`src/rtl/qddc_if.sv`:
```
// rtl/qddc_if.sv - host config, DDC control and sample stream bundle for qddc_ctrl
interface qddc_if #(
  parameter int FSZ   = 26,
  parameter int OSZ   = 16,
  parameter int CNT_W = 16
);
  logic             cfg_wr;
  logic [1:0]       cfg_addr;
  logic [31:0]      cfg_wdata;
  logic             commit;
  logic             ddc_reset;
  logic [FSZ-1:0]   ddc_lo_freq;
  logic             ddc_lo_ns_en;
  logic             ddc_iq_swap;
  logic             ddc_out_valid;
  logic [OSZ-1:0]   ddc_out_i;
  logic [OSZ-1:0]   ddc_out_q;
  logic             out_valid;
  logic [OSZ-1:0]   out_i;
  logic [OSZ-1:0]   out_q;
  logic             busy;
  logic [CNT_W-1:0] retune_count;

  // Controller side
  modport slave (
    input  cfg_wr, cfg_addr, cfg_wdata, commit,
    input  ddc_out_valid, ddc_out_i, ddc_out_q,
    output ddc_reset, ddc_lo_freq, ddc_lo_ns_en, ddc_iq_swap,
    output out_valid, out_i, out_q, busy, retune_count
  );

  // Host plus DDC side
  modport master (
    output cfg_wr, cfg_addr, cfg_wdata, commit,
    output ddc_out_valid, ddc_out_i, ddc_out_q,
    input  ddc_reset, ddc_lo_freq, ddc_lo_ns_en, ddc_iq_swap,
    input  out_valid, out_i, out_q, busy, retune_count
  );
endinterface

```
`src/rtl/qddc_ctrl.sv`:
```
// rtl/qddc_ctrl.sv - shadow/commit configuration and flush sequencing for the quadrature DDC
module qddc_ctrl #(
  parameter int FSZ            = 26,
  parameter int OSZ            = 16,
  parameter int FLUSH_CYCLES   = 4,
  parameter int SETTLE_SAMPLES = 8,
  parameter int CNT_W          = 16
) (
  input  logic   clk,
  input  logic   reset,
  qddc_if.slave  bus
);

  typedef enum logic [1:0] {
    RUN    = 2'd0,
    FLUSH  = 2'd1,
    SETTLE = 2'd2
  } state_t;

  localparam int FW = (FLUSH_CYCLES > 1) ? $clog2(FLUSH_CYCLES) : 1;
  localparam int SW = (SETTLE_SAMPLES > 0) ? $clog2(SETTLE_SAMPLES + 1) : 1;
  localparam logic [FW-1:0] FLUSH_LAST  = FW'(FLUSH_CYCLES - 1);
  localparam logic [SW-1:0] SETTLE_INIT = SW'(SETTLE_SAMPLES);

  state_t           state_q, state_d;
  logic [FW-1:0]    fcnt_q, fcnt_d;
  logic [SW-1:0]    scnt_q, scnt_d;
  logic             pending_q, pending_d;
  logic [FSZ-1:0]   lo_sh_q, lo_sh_d;
  logic             ns_sh_q, ns_sh_d;
  logic             swap_sh_q, swap_sh_d;
  logic             flush_sh_q, flush_sh_d;
  logic [FSZ-1:0]   lo_act_q, lo_act_d;
  logic             ns_act_q, ns_act_d;
  logic             swap_act_q, swap_act_d;
  logic [CNT_W-1:0] retune_q, retune_d;
  logic             ddc_reset_q, ddc_reset_d;
  logic             busy_q, busy_d;
  logic             out_valid_q, out_valid_d;
  logic [OSZ-1:0]   out_i_q, out_i_d;
  logic [OSZ-1:0]   out_q_q, out_q_d;

  // Upper write-data bits beyond the tuning word and ctrl fields carry nothing
  logic unused_wdata;
  assign unused_wdata = ^bus.cfg_wdata;

  // Next-state: shadow writes, commit application, flush/settle sequencing and stream gating
  always_comb begin
    state_d     = state_q;
    fcnt_d      = fcnt_q;
    scnt_d      = scnt_q;
    pending_d   = pending_q;
    lo_sh_d     = lo_sh_q;
    ns_sh_d     = ns_sh_q;
    swap_sh_d   = swap_sh_q;
    flush_sh_d  = flush_sh_q;
    lo_act_d    = lo_act_q;
    ns_act_d    = ns_act_q;
    swap_act_d  = swap_act_q;
    retune_d    = retune_q;
    out_valid_d = 1'b0;
    out_i_d     = out_i_q;
    out_q_d     = out_q_q;

    // Shadow writes land at the same edge a commit samples the old shadow values
    if (bus.cfg_wr) begin
      case (bus.cfg_addr)
        2'd0: lo_sh_d = bus.cfg_wdata[FSZ-1:0];
        2'd1: begin
          ns_sh_d    = bus.cfg_wdata[0];
          swap_sh_d  = bus.cfg_wdata[1];
          flush_sh_d = bus.cfg_wdata[2];
        end
        default: ;
      endcase
    end

    case (state_q)
      RUN: begin
        if (bus.ddc_out_valid) begin
          out_valid_d = 1'b1;
          out_i_d     = bus.ddc_out_i;
          out_q_d     = bus.ddc_out_q;
        end
        // A commit that arrived while sequencing is replayed here, merged into one
        if (bus.commit || pending_q) begin
          pending_d  = 1'b0;
          lo_act_d   = lo_sh_q;
          ns_act_d   = ns_sh_q;
          swap_act_d = swap_sh_q;
          retune_d   = retune_q + CNT_W'(1);
          if (flush_sh_q) begin
            state_d = FLUSH;
            fcnt_d  = '0;
          end
        end
      end
      FLUSH: begin
        if (bus.commit) pending_d = 1'b1;
        if (fcnt_q == FLUSH_LAST) begin
          scnt_d  = SETTLE_INIT;
          state_d = (SETTLE_SAMPLES == 0) ? RUN : SETTLE;
        end else begin
          fcnt_d = fcnt_q + FW'(1);
        end
      end
      SETTLE: begin
        if (bus.commit) pending_d = 1'b1;
        if (bus.ddc_out_valid) begin
          scnt_d = scnt_q - SW'(1);
          if (scnt_q == SW'(1)) state_d = RUN;
        end
      end
      default: begin
        state_d = FLUSH;
        fcnt_d  = '0;
      end
    endcase

    ddc_reset_d = (state_d == FLUSH);
    busy_d      = (state_d != RUN) || pending_d;
  end

  // State and output registers; reset restarts the power-up flush sequence
  always_ff @(posedge clk) begin
    if (reset) begin
      state_q     <= FLUSH;
      fcnt_q      <= '0;
      scnt_q      <= '0;
      pending_q   <= 1'b0;
      lo_sh_q     <= '0;
      ns_sh_q     <= 1'b0;
      swap_sh_q   <= 1'b0;
      flush_sh_q  <= 1'b0;
      lo_act_q    <= '0;
      ns_act_q    <= 1'b0;
      swap_act_q  <= 1'b0;
      retune_q    <= '0;
      ddc_reset_q <= 1'b1;
      busy_q      <= 1'b1;
      out_valid_q <= 1'b0;
      out_i_q     <= '0;
      out_q_q     <= '0;
    end else begin
      state_q     <= state_d;
      fcnt_q      <= fcnt_d;
      scnt_q      <= scnt_d;
      pending_q   <= pending_d;
      lo_sh_q     <= lo_sh_d;
      ns_sh_q     <= ns_sh_d;
      swap_sh_q   <= swap_sh_d;
      flush_sh_q  <= flush_sh_d;
      lo_act_q    <= lo_act_d;
      ns_act_q    <= ns_act_d;
      swap_act_q  <= swap_act_d;
      retune_q    <= retune_d;
      ddc_reset_q <= ddc_reset_d;
      busy_q      <= busy_d;
      out_valid_q <= out_valid_d;
      out_i_q     <= out_i_d;
      out_q_q     <= out_q_d;
    end
  end

  assign bus.ddc_reset    = ddc_reset_q;
  assign bus.ddc_lo_freq  = lo_act_q;
  assign bus.ddc_lo_ns_en = ns_act_q;
  assign bus.ddc_iq_swap  = swap_act_q;
  assign bus.out_valid    = out_valid_q;
  assign bus.out_i        = out_i_q;
  assign bus.out_q        = out_q_q;
  assign bus.busy         = busy_q;
  assign bus.retune_count = retune_q;

endmodule

```
`src/flat_wrapper.sv`:
```
// flat-port wrapper written by rule: the top's interface ports become plain ports
module qddc_ctrl_flat 
#(
  parameter int FSZ            = 26,
  parameter int OSZ            = 16,
  parameter int FLUSH_CYCLES   = 4,
  parameter int SETTLE_SAMPLES = 8,
  parameter int CNT_W          = 16
)
  (clk, reset, bus_cfg_wr, bus_cfg_addr, bus_cfg_wdata, bus_commit, bus_ddc_out_valid, bus_ddc_out_i, bus_ddc_out_q, bus_ddc_reset, bus_ddc_lo_freq, bus_ddc_lo_ns_en, bus_ddc_iq_swap, bus_out_valid, bus_out_i, bus_out_q, bus_busy, bus_retune_count);
  qddc_if #(.FSZ(FSZ), .OSZ(OSZ), .CNT_W(CNT_W)) bus_i ();
  input  logic clk;
  input  logic reset;
  input wire logic [$bits(bus_i.cfg_wr)-1:0] bus_cfg_wr;
  input wire logic [$bits(bus_i.cfg_addr)-1:0] bus_cfg_addr;
  input wire logic [$bits(bus_i.cfg_wdata)-1:0] bus_cfg_wdata;
  input wire logic [$bits(bus_i.commit)-1:0] bus_commit;
  input wire logic [$bits(bus_i.ddc_out_valid)-1:0] bus_ddc_out_valid;
  input wire logic [$bits(bus_i.ddc_out_i)-1:0] bus_ddc_out_i;
  input wire logic [$bits(bus_i.ddc_out_q)-1:0] bus_ddc_out_q;
  output wire logic [$bits(bus_i.ddc_reset)-1:0] bus_ddc_reset;
  output wire logic [$bits(bus_i.ddc_lo_freq)-1:0] bus_ddc_lo_freq;
  output wire logic [$bits(bus_i.ddc_lo_ns_en)-1:0] bus_ddc_lo_ns_en;
  output wire logic [$bits(bus_i.ddc_iq_swap)-1:0] bus_ddc_iq_swap;
  output wire logic [$bits(bus_i.out_valid)-1:0] bus_out_valid;
  output wire logic [$bits(bus_i.out_i)-1:0] bus_out_i;
  output wire logic [$bits(bus_i.out_q)-1:0] bus_out_q;
  output wire logic [$bits(bus_i.busy)-1:0] bus_busy;
  output wire logic [$bits(bus_i.retune_count)-1:0] bus_retune_count;
  assign bus_i.cfg_wr = bus_cfg_wr;
  assign bus_i.cfg_addr = bus_cfg_addr;
  assign bus_i.cfg_wdata = bus_cfg_wdata;
  assign bus_i.commit = bus_commit;
  assign bus_i.ddc_out_valid = bus_ddc_out_valid;
  assign bus_i.ddc_out_i = bus_ddc_out_i;
  assign bus_i.ddc_out_q = bus_ddc_out_q;
  assign bus_ddc_reset = bus_i.ddc_reset;
  assign bus_ddc_lo_freq = bus_i.ddc_lo_freq;
  assign bus_ddc_lo_ns_en = bus_i.ddc_lo_ns_en;
  assign bus_ddc_iq_swap = bus_i.ddc_iq_swap;
  assign bus_out_valid = bus_i.out_valid;
  assign bus_out_i = bus_i.out_i;
  assign bus_out_q = bus_i.out_q;
  assign bus_busy = bus_i.busy;
  assign bus_retune_count = bus_i.retune_count;
  qddc_ctrl #(.FSZ(FSZ), .OSZ(OSZ), .FLUSH_CYCLES(FLUSH_CYCLES), .SETTLE_SAMPLES(SETTLE_SAMPLES), .CNT_W(CNT_W)) u_core (.clk(clk), .reset(reset), .bus(bus_i));
endmodule
```
`config.mk`:
```
export PLATFORM = sky130hd
export DESIGN_NAME = qddc_ctrl_flat
export DESIGN_NICKNAME = d
export VERILOG_FILES = /design/src/rtl/qddc_if.sv /design/src/rtl/qddc_ctrl.sv /design/src/flat_wrapper.sv
export SDC_FILE = /design/constraint.sdc
export NUM_CORES = 1
export LEC_CHECK = 0
export ABC_CLOCK_PERIOD_IN_PS = 1850
export CAP_MARGIN = 20
export CORE_MARGIN = 2
export CORE_UTILIZATION = 40
export DETAILED_ROUTE_END_ITERATION = 12
export PLACE_DENSITY = 0.74
export REMOVE_ABC_BUFFERS = 1
export SETUP_SLACK_MARGIN = 0.3
export SLEW_MARGIN = 20
export SYNTH_ARGS = -nofsm -noshare
export SYNTH_HDL_FRONTEND = slang
export SYNTH_SLANG_ARGS = --single-unit
```
`constraint.sdc`:
```
create_clock -name clk -period 1.85 [get_ports clk]
set_input_delay 0.2775 -clock clk [delete_from_list [all_inputs] [get_ports clk]]
set_output_delay 0.2775 -clock clk [all_outputs]
set_load 0.01 [all_outputs]
```
==> results_dict.tcl <==
set metrics [dict create \
    start_util_pct 41.0 \
    syn_area_um2 4440 \
    area_delta_synth_final_pct 55.5 \
    min_from "reset" \
    placed_cells 812 \
    period_needed_ns 1.65 \
    globalplace.congestion 0.853 \
    clk_pin_slew_ns 0.06 \
    instances_no_fill 852 \
    worstSetupStartpointType "register" \
    overflow 0 \
    ctsHoldBuffers 0 \
    die_w_um 109 \
    die-area_um2 12000 \
    hold_violations 0 \
    end_kind "register" \
    drt_pass1_iterations 5 \
    worstSetupPathType "reg2reg" \
    dp_hpwl_mm 7.87 \
    synth_top_area_cell "dfxtp_1" \
    powerDensity_nw_per_um2 1080 \
    ys_seq_area_share_pct 52.7 \
    max-vdd-ir-drop_v 0.000525 \
    max_clock_freq_mhz 605 \
    grt_max_degree 36 \
    met2_length_mm 6.28 \
    cts_tree "done" \
    required_ns 2.28 \
    rsz0062_at_grt "true" \
    numPortBuffers 143 \
    grt_pass1_vias 4201 \
    crit_fanout 3 \
    die_y_um 109 \
    p_leak_uw 0.00280 \
    vias 4250 \
    nets 778 \
    track_usage_pct 20.5 \
    yosysTopAreaCellShare_pct 52.7 \
    wl_per_cell_um 14.8 \
    holdCritPathClass "in2reg" \
    drtIter0Drc 207 \
    period_share_pct 89.3 \
    synth_cell_type_count 45 \
    clockBufferDepth 2 \
    ant_nets 0 \
    synth_edf_count 0 \
    ys_ff_latch 117 \
    antennaDiodeCount 0 \
    wl_met3_um 984 \
    clockRootBuffer "clkbuf_8" \
    layout-drive-gt1-share_pct 14.3 \
    rr_endpoint "u_core.bus.retune_count[12]" \
    maxSlewHeadroom_pct 72.2 \
    rr_worst_depth 6 \
    clk_latency_ns 0.50 \
    maxSlewViolCount 0 \
    synth_fa_ha_area_share_pct 2.25 \
    setup_viol 0 \
    critPathArrivalTime_ns 2.08 \
    hold_end "u_core.swap_sh_q" \
    nFillCells 909 \
    synthMuxAreaShare_pct 0.930 \
    yosys.area_share.simple_pct 23.2 \
    report.power.total_uw 7470 \
    core_um2 10800 \
    synth_top_family_by_area "simple AND/OR/NAND/NOR gates" \
    synth_compound_area_share_pct 14.6 \
    yosys_warnings 0 \
    htree_levels 4 \
    timing.rr.start "u_core.state_q[1]" \
    syn_area_per_cell_um2 8.16 \
    finalWirelength_mm 12.6 \
    skew_ns 0.00807 \
    antenna_found_initial 0 \
    synthArstFlopShare_pct 0 \
    via_per_inst 4.99 \
    yosys_most_used_dff "dfxtp_1" \
    cts_buffers 17 \
    synth-xor-area-share_pct 2.37 \
    std_cell_rows 38 \
    cts_sinks 117 \
    worst_pin_slew_ns 0.415 \
    io_pins 150 \
    hold_depth 2 \
    drcViolationCount 0 \
    run_status "finished clean" \
    routed.top_layer "met4" \
    startpoint "u_core.state_q[1]" \
    grt_pass1_wl_mm 19.2 \
    final_core_util_pct 63.7 \
    cap_violations 0 \
    wl_met1_mm 5.17 \
    r2r_slack_ns 0.20 \
    synthCells 544 \
    synth.area.top_cells "dfxtp_1, nand2_1, a21oi_1" \
]
[worst max-delay path: stages, from the launching register on]
cell	delay (ns)
dfxtp_2	0.32
inv_2	0.07
ha_4	0.17
o2111ai_4	0.13
or2_4	0.26
or4_1	0.49
a21oi_1	0.14
[metal layers]
metal / vias up / GRT usage, %
met4: 0 / 8.95
li1: 2116 / -
met1: 1994 / 23.6
met3: 14 / 7.71
met5: - / 0
met2: 126 / 34.0
[kinds of logic (layout without fill, tap and decap cells)]
family	after synthesis	after routing
simple gates	241	242
compound gates	121	121
flops	117	117
buf+inv	41	208
xor+xnor	12	12
fa+ha+maj	8	8
mux	4	4
[repair_timing]
item	CTS	global route
resized for setup	103	29
pin swaps	5	8
setup buffers	2	4
endpoints found under the setup margin	123	28
gates cloned	0	2
[cells in the final DEF (no fill, tap or decap), drive strengths merged, types with 6 or more instances in the layout]
master	synthesis	final
xor2	8	8
ha	8	8
a21oi	100	100
o21ai	8	8
buf	5	27
nand3	7	7
dlygate4sd2	0	76
dfxtp	117	117
clkbuf	29	22
nand2	182	182
clkdlybuf4s50	0	63
inv	6	6
nor2	18	18
nand4	7	7
[synth_stat cells (2+ instances only)]
cell type  count
nand4_1        7
nor3_1         4
mux2i_1        3
and3_1         3
o21ai_0        8
dfxtp_1      117
xnor2_1        4
buf_1          2
and2_1         3
nand3_1        6
or4_1          4
nand2b_1       2
inv_1          6
o31ai_1        4
ha_1           8
or3_1          2
nor2_1        18
a21oi_1      100
clkbuf_1      28
nand2_1      182
a211oi_1       2
xor2_1         8
[stage by stage]
stage | TNS (ns) | hold WS [ns] | cell area (µm²) | worst slack, ns
floorplan | -12.94 | 0.347 | 4290 | -0.588
global placement | -0.145 | 0.436 | 6110 | -0.0742
detailed placement | -0.283 | 0.445 | 6110 | -0.0828
CTS | 0 | 0.151 | 6710 | 0.101
global route | 0 | 0.183 | 6910 | 0.113
finish | 0 | 0.177 | 6910 | 0.198
[layout make-up]
type	count	area, µm²	area share (%)
Clock inverter	11	150	2.17
Sequential cell	117	2360	34.1
Tap cell	140	175	2.54
Clock buffer	21	459	6.65
Multi-Input combinational cell	387	2110	30.5
Timing Repair Buffer	170	1630	23.6
Inverter	6	25.0	0.362
[where the power goes]
group | switching, µW | internal, µW | total (µW)
Clock | 1150 | 2160 | 3300
Sequential | 121 | 2710 | 2830
Combinational | 684 | 652 | 1340
[how the worst max path moves through the flow]
stage / slack [ns] / depth (start not counted) / end
detailed placement: -0.08 / 5 / u_core.bus.retune_count[12]
floorplan: -0.59 / 6 / u_core.bus.retune_count[15]
global placement: -0.07 / 5 / u_core.bus.retune_count[14]
CTS: 0.10 / 1 / bus_retune_count[9]
global route: 0.11 / 6 / u_core.bus.retune_count[12]
finish: 0.20 / 6 / u_core.bus.retune_count[12]
[registers in the layout, summed over array words and instances, names as in the netlist]
signal and count:
u_core.bus.ddc_lo_ns_en 1, u_core.bus.retune_count 16, u_core.bus.out_i 16, u_core.swap_sh_q 1, u_core.bus.busy 1, u_core.bus.ddc_lo_freq 26
u_core.bus.out_q 16, u_core.bus.out_valid 1, u_core.flush_sh_q 1, u_core.fcnt_q 2, u_core.pending_q 1, u_core.lo_sh_q 26
u_core.scnt_q 4, u_core.bus.ddc_reset 1, u_core.ns_sh_q 1, u_core.state_q 2, u_core.bus.ddc_iq_swap 1
Power figures use the tool's default switching activity.
